File: config.mk
export PLATFORM = sky130hd
export DESIGN_NAME = note_input_encoder
export DESIGN_NICKNAME = d
export VERILOG_FILES = /design/src/rtl/note_input_encoder_pkg.sv /design/src/rtl/input_debouncer.sv /design/src/rtl/note_input_encoder.sv
export SDC_FILE = /design/constraint.sdc
export NUM_CORES = 1
export LEC_CHECK = 0
export BUFFER_PORTS_ARGS = -buffer_cell sky130_fd_sc_hd__buf_4
export CAP_MARGIN = 20
export CORE_ASPECT_RATIO = 0.75
export CORE_MARGIN = 2
export CORE_UTILIZATION = 55
export CTS_BUF_LIST = sky130_fd_sc_hd__clkbuf_4 sky130_fd_sc_hd__clkbuf_8 sky130_fd_sc_hd__clkbuf_16
export DETAILED_ROUTE_END_ITERATION = 16
export PLACE_DENSITY_LB_ADDON = 0.25
export SLEW_MARGIN = 20
export SYNTH_ARGS = -nofsm -noshare
export SYNTH_HDL_FRONTEND = slang
export SYNTH_SLANG_ARGS = --single-unit
File: constraint.sdc
create_clock -name clk -period 6.06 [get_ports clk]
set_input_delay 0.606 -clock clk [delete_from_list [all_inputs] [get_ports clk]]
set_output_delay 0.606 -clock clk [all_outputs]
set_load 0.005 [all_outputs]
File: src/rtl/note_input_encoder_pkg.sv
// Shared types for the note input front end:
// note codes, octave limits, field widths and FSM states.
package note_input_encoder_pkg;

  localparam int NOTE_W = 4;
  localparam int OCT_W  = 3;

  localparam logic [OCT_W-1:0] OCT_MIN = OCT_W'(0);
  localparam logic [OCT_W-1:0] OCT_MAX = OCT_W'(7);

  typedef enum logic [NOTE_W-1:0] {
    NOTE_C, NOTE_CS, NOTE_D, NOTE_DS,
    NOTE_E, NOTE_F, NOTE_FS, NOTE_G,
    NOTE_GS, NOTE_A, NOTE_AS, NOTE_B
  } note_e;

  typedef enum logic [1:0] {
    S_IDLE = 2'd0,
    S_LOAD = 2'd1,
    S_HOLD = 2'd2
  } state_t;

endpackage

File: src/rtl/input_debouncer.sv
// One-bit 2-FF synchronizer plus stability counter.
// Emits the debounced level and a one-cycle rising-edge pulse.
module input_debouncer #(
  parameter int DEBOUNCE_CYCLES = 500000
) (
  input  logic clk,
  input  logic reset,
  input  logic raw,
  output logic level,
  output logic rise
);

  localparam int CW =
    (DEBOUNCE_CYCLES > 1) ? $clog2(DEBOUNCE_CYCLES) : 1;
  localparam logic [CW-1:0] CNT_LAST =
    CW'(DEBOUNCE_CYCLES - 1);

  logic          sync1;
  logic          sync2;
  logic [CW-1:0] cnt;

  always_ff @(posedge clk) begin
    if (!reset) begin
      sync1 <= 1'b0;
      sync2 <= 1'b0;
      cnt   <= '0;
      level <= 1'b0;
      rise  <= 1'b0;
    end else begin
      sync1 <= raw;
      sync2 <= sync1;
      rise  <= 1'b0;
      if (sync2 == level) begin
        cnt <= '0;
      end else if (cnt == CNT_LAST) begin
        level <= sync2;
        rise  <= sync2;
        cnt   <= '0;
      end else begin
        cnt <= cnt + 1'b1;
      end
    end
  end

endmodule

File: src/rtl/note_input_encoder.sv
// Key/octave front end: debounces inputs, picks the active note
// (last-pressed priority) and strobes note/octave to the voice path.
module note_input_encoder
  import note_input_encoder_pkg::*;
#(
  parameter int NUM_KEYS        = 12,
  parameter int DEBOUNCE_CYCLES = 500000,
  parameter int OCTAVE_RESET    = 4
) (
  input  logic                clk,
  input  logic                reset,
  input  logic [NUM_KEYS-1:0] keys,
  input  logic                oct_up,
  input  logic                oct_down,
  output logic [NOTE_W-1:0]   note,
  output logic [OCT_W-1:0]    octave,
  output logic                note_in,
  output logic                note_held
);

  localparam int NIN = NUM_KEYS + 2;

  logic [NIN-1:0] raw_all;
  logic [NIN-1:0] lvl_all;
  logic [NIN-1:0] rise_all;

  assign raw_all = {oct_down, oct_up, keys};

  for (genvar i = 0; i < NIN; i++) begin : g_deb
    input_debouncer #(
      .DEBOUNCE_CYCLES(DEBOUNCE_CYCLES)
    ) u_deb (
      .clk  (clk),
      .reset(reset),
      .raw  (raw_all[i]),
      .level(lvl_all[i]),
      .rise (rise_all[i])
    );
  end

  logic [NUM_KEYS-1:0] key_lvl;
  logic [NUM_KEYS-1:0] key_rise;
  logic                up_rise;
  logic                dn_rise;

  assign key_lvl  = lvl_all[NUM_KEYS-1:0];
  assign key_rise = rise_all[NUM_KEYS-1:0];
  assign up_rise  = rise_all[NUM_KEYS];
  assign dn_rise  = rise_all[NUM_KEYS+1];

  state_t            state;
  state_t            state_nx;
  logic [NOTE_W-1:0] last_key;
  logic [NOTE_W-1:0] last_nx;
  logic [NOTE_W-1:0] rise_idx;
  logic [NOTE_W-1:0] held_idx;
  logic [NOTE_W-1:0] target;
  logic              last_held;
  logic              any_held;
  logic [OCT_W-1:0]  oct_q;

  assign any_held = |key_lvl;
  assign note_in  = (state == S_LOAD);

  // Fresh presses update last_key before the target is chosen.
  always_comb begin
    rise_idx  = '0;
    held_idx  = '0;
    last_held = 1'b0;
    for (int i = NUM_KEYS - 1; i >= 0; i--) begin
      if (key_rise[i]) rise_idx = NOTE_W'(i);
      if (key_lvl[i])  held_idx = NOTE_W'(i);
    end
    last_nx = (|key_rise) ? rise_idx : last_key;
    for (int i = 0; i < NUM_KEYS; i++) begin
      if (NOTE_W'(i) == last_nx) last_held = key_lvl[i];
    end
    target = last_held ? last_nx : held_idx;
  end

  always_comb begin
    state_nx = state;
    unique case (state)
      S_IDLE: if (any_held) state_nx = S_LOAD;
      S_LOAD: state_nx = S_HOLD;
      S_HOLD: begin
        if (!any_held)
          state_nx = S_IDLE;
        else if ({target, oct_q} != {note, octave})
          state_nx = S_LOAD;
      end
      default: state_nx = S_IDLE;
    endcase
  end

  always_ff @(posedge clk) begin
    if (!reset) begin
      state     <= S_IDLE;
      last_key  <= NOTE_C;
      oct_q     <= OCT_W'(OCTAVE_RESET);
      note      <= NOTE_C;
      octave    <= OCT_W'(OCTAVE_RESET);
      note_held <= 1'b0;
    end else begin
      state     <= state_nx;
      last_key  <= last_nx;
      note_held <= any_held;
      unique case (1'b1)
        up_rise && !dn_rise:
          if (oct_q != OCT_MAX) oct_q <= oct_q + 1'b1;
        dn_rise && !up_rise:
          if (oct_q != OCT_MIN) oct_q <= oct_q - 1'b1;
        default: ;
      endcase
      if (state_nx == S_LOAD) begin
        note   <= target;
        octave <= oct_q;
      end
    end
  end

endmodule
==> flow_summary.toml <==
[yosys]
ys_seq_elements = 339
syn_area_um2 = 14570
syn_inst = 1654
avgSynthCellArea_um2 = 8.809
synth-simple-area-share_pct = 30.00
synthAdderAreaFrac_pct = 1.511
yosysWarnings = 0
synth_cell_types = 62
synth_compound_area_share_pct = 4.311
synth_top_family_by_area = "simple AND/OR/NAND/NOR gates"
synth_edf_count = 0
ys_seq_area_share_pct = 46.58
synth_mux_area_share_pct = 1.176
synth-xor-area-share_pct = 14.49
synth_top_area_share_pct = 46.58
synth_area_leaders = "dfxtp_1 47%, xor2_1 9.3%, nor2_1 8.6%"
async_flop_share_pct = 0
syn_nets = 1687
synth_area_leader_cell = "dfxtp_1"
synth-main-ff-cell = "dfxtp_1"

[clock_tree]
cts_buffers = 35
cts.clk_slew.worst_paths_ns = 0.06
cts_tree = "done"
clockRootBuffer = "clkbuf_16"
hold_buffers = 0
clk_latency_ns = 0.49
clock_path_buffers = 3
clock-sinks = 339
cts-resized-gates = 0
cts_setup_buffers = 0
htree_levels = 2

[floorplan]
row_count = 51
ios = 25
start_util_pct = 56.10
fp.dieW_um = 191.9
die-area_um2 = 27820
coreArea_um2 = 25970
chipHeight_um = 145.0

[global_routing]
overflow = 0
antenna_found_initial = 0
grt_pass1_vias = 9921
grt_max_degree = 47
grt_usage_pct = 18.92
grt_pass1_wl_um = 45210

[worst_setup_path]
crit_type = "reg2reg"
ff2ff_setup_slack_ns = 2.29
start_kind = "register"
worstReg2RegStart = "g_deb[9].u_deb.rise"
arrival_ns = 4.19
regToRegEndpoint = "octave[1]"
required_ns = 6.48
rr_worst_depth = 10
path_max_fanout = 9
endpoint_kind = "register"

[placement]
io_buffers = 24
dpl.cell_count = 1993
gp_congestion = 0.8402
dp_hpwl_um = 17690

[sta]
hold_viol = 0
final.setup.tns_ns = 0
period_needed_ns = 3.770
post-route-period-util_pct = 62.21
skew_ns = 0.01594
drv_slew = 0
rsz0062_at_grt = "false"
finalSetupViolations = 0
worstMarginPinSlew_ns = 0.8168
max_freq_mhz = 265.3
maxSlewHeadroom_pct = 45.41

[layout]
area_growth_pct = 11.91
layout_commonest_cell = "dfxtp_1"
nets = 1719
final_util_pct = 62.78
stdcell_count = 2055
layout-drive-gt1-share_pct = 6.429
final_cell_mix = "339 x dfxtp_1, 332 x nor2_1, 155 x xor2_1"
antennaDiodeCount = 0

[status]
status = "finished clean"

[route]
drt_first_pass_iters = 5
drc = 0
dr_wl_met3_um = 968
num_vias = 10730
wl_per_cell_um = 12.62
wl_um = 25940
highest_layer = "met4"
initialDrtViolationCount = 515
vias_per_cell = 5.221
met2WireLength_um = 11070
ant_nets = 0
wl_met1_um = 13500

[min_path]
hp-class = "in2reg"
hold_path.startpoint = "oct_up"
min_to = "g_deb[12].u_deb.sync1"
hold_depth = 2

[pwr]
irDropWorstVdd_v = 0.0002076
power_density_nw_per_um2 = 277.3
p_total_mw = 4.521
power_leakage_nw = 5.561

[flow_run]
drv_cap = 0
cells by family after synthesis:
| family | Yosys count |
|---|---|
| AND/OR/NAND/NOR | 874 |
| flip-flops | 339 |
| XOR/XNOR | 241 |
| AO/OA/AOI/OAI | 93 |
| buffers and inverters | 73 |
| multiplexers | 17 |
| adder cells (fa/ha/maj) | 17 |
power breakdown:
group          switching [mW]  internal, mW
registers             0.00688          2.24
logic                  0.0288        0.0166
clock network           0.840          1.39
per-layer routing:
metal  global-route usage [%]  vias up
met5                        0        -
met4                    4.577        0
met3                    3.532       32
met1                    27.40     4929
met2                    29.04      119
li1                         -     5649
registers in the layout, summed over array words and instances (netlist names):
name and flops:
g_deb.u_deb.cnt 266, g_deb.u_deb.level 14, g_deb.u_deb.rise 14, g_deb.u_deb.sync1 14, g_deb.u_deb.sync2 14, last_key 4, note 4, note_held 1
oct_q 3, octave 3, state 2
how the worst max path moves through the flow:
stage                        startpoint   endpoint  slack (ns)  cells after the start
floorplan           g_deb[9].u_deb.rise  octave[0]        2.74                     10
global placement    g_deb[9].u_deb.rise  octave[0]        2.42                     10
detailed placement  g_deb[9].u_deb.rise  octave[1]        2.34                     10
CTS                 g_deb[9].u_deb.rise  octave[1]        2.34                     10
global route        g_deb[2].u_deb.rise  octave[0]        2.09                     10
finish              g_deb[9].u_deb.rise  octave[1]        2.29                     10
stage by stage:
step                      setup WS [ns]  hold slack (ns)  cell area (um2)
final                             2.290           0.3137            16310
after detailed placement          2.341           0.4208            15070
after global routing              2.093           0.3014            16310
after global placement            2.420           0.4145            15070
after floorplan                   2.742           0.4119            14570
after CTS                         2.341           0.2969            16310
cell usage after synthesis, types with 2 or more instances:
| library cell | count |
|---|---|
| mux2i_1 | 16 |
| and4b_1 | 2 |
| and3_1 | 51 |
| nor4_4 | 4 |
| and4_1 | 12 |
| a311oi_1 | 2 |
| a211oi_1 | 3 |
| inv_1 | 42 |
| and2_1 | 41 |
| nor3b_1 | 7 |
| clkbuf_1 | 29 |
| nor4_1 | 17 |
| nor3_1 | 23 |
| o22a_1 | 2 |
| or4b_2 | 4 |
| o21a_1 | 3 |
| a31oi_1 | 3 |
| or4_1 | 6 |
| o211a_1 | 7 |
| dfxtp_1 | 339 |
| nand3b_1 | 11 |
| o31ai_1 | 2 |
| xnor2_1 | 86 |
| o21ai_0 | 24 |
| xor2_1 | 155 |
| nor4b_1 | 20 |
| nand2_1 | 131 |
| a31o_1 | 2 |
| or3_1 | 21 |
| nand2b_1 | 6 |
| or2_1 | 2 |
| o211ai_1 | 6 |
| nor2_1 | 332 |
| a21oi_1 | 25 |
| o21bai_1 | 2 |
| nand4_1 | 39 |
| or2_2 | 4 |
| o22ai_1 | 2 |
| nor2b_1 | 21 |
| ha_1 | 16 |
| or4b_1 | 2 |
| nand3_1 | 112 |
critical path, cell delays in order (launching register included):
cell and delay [ns]:
dfxtp_1 0.35, nor4_4 0.39, a21oi_1 0.15, nor4b_2 0.70, mux2i_1 0.28, a31o_1 0.22, a31oi_4 0.08, or4b_4 0.54
a211o_1 0.35, or4b_1 0.54, o211ai_1 0.10
area by class of cell:
cell class                      count  area, um2
Tap cell                          344      430.4
Clock inverter                      5      77.57
Clock buffer                       57       1157
Inverter                           42      157.7
Sequential cell                   339       6787
Fill cell                        2181       9666
Multi-Input combinational cell   1242       7501
Timing Repair Buffer               26      195.2
Note: power is estimated with default switching activity, not from simulation.
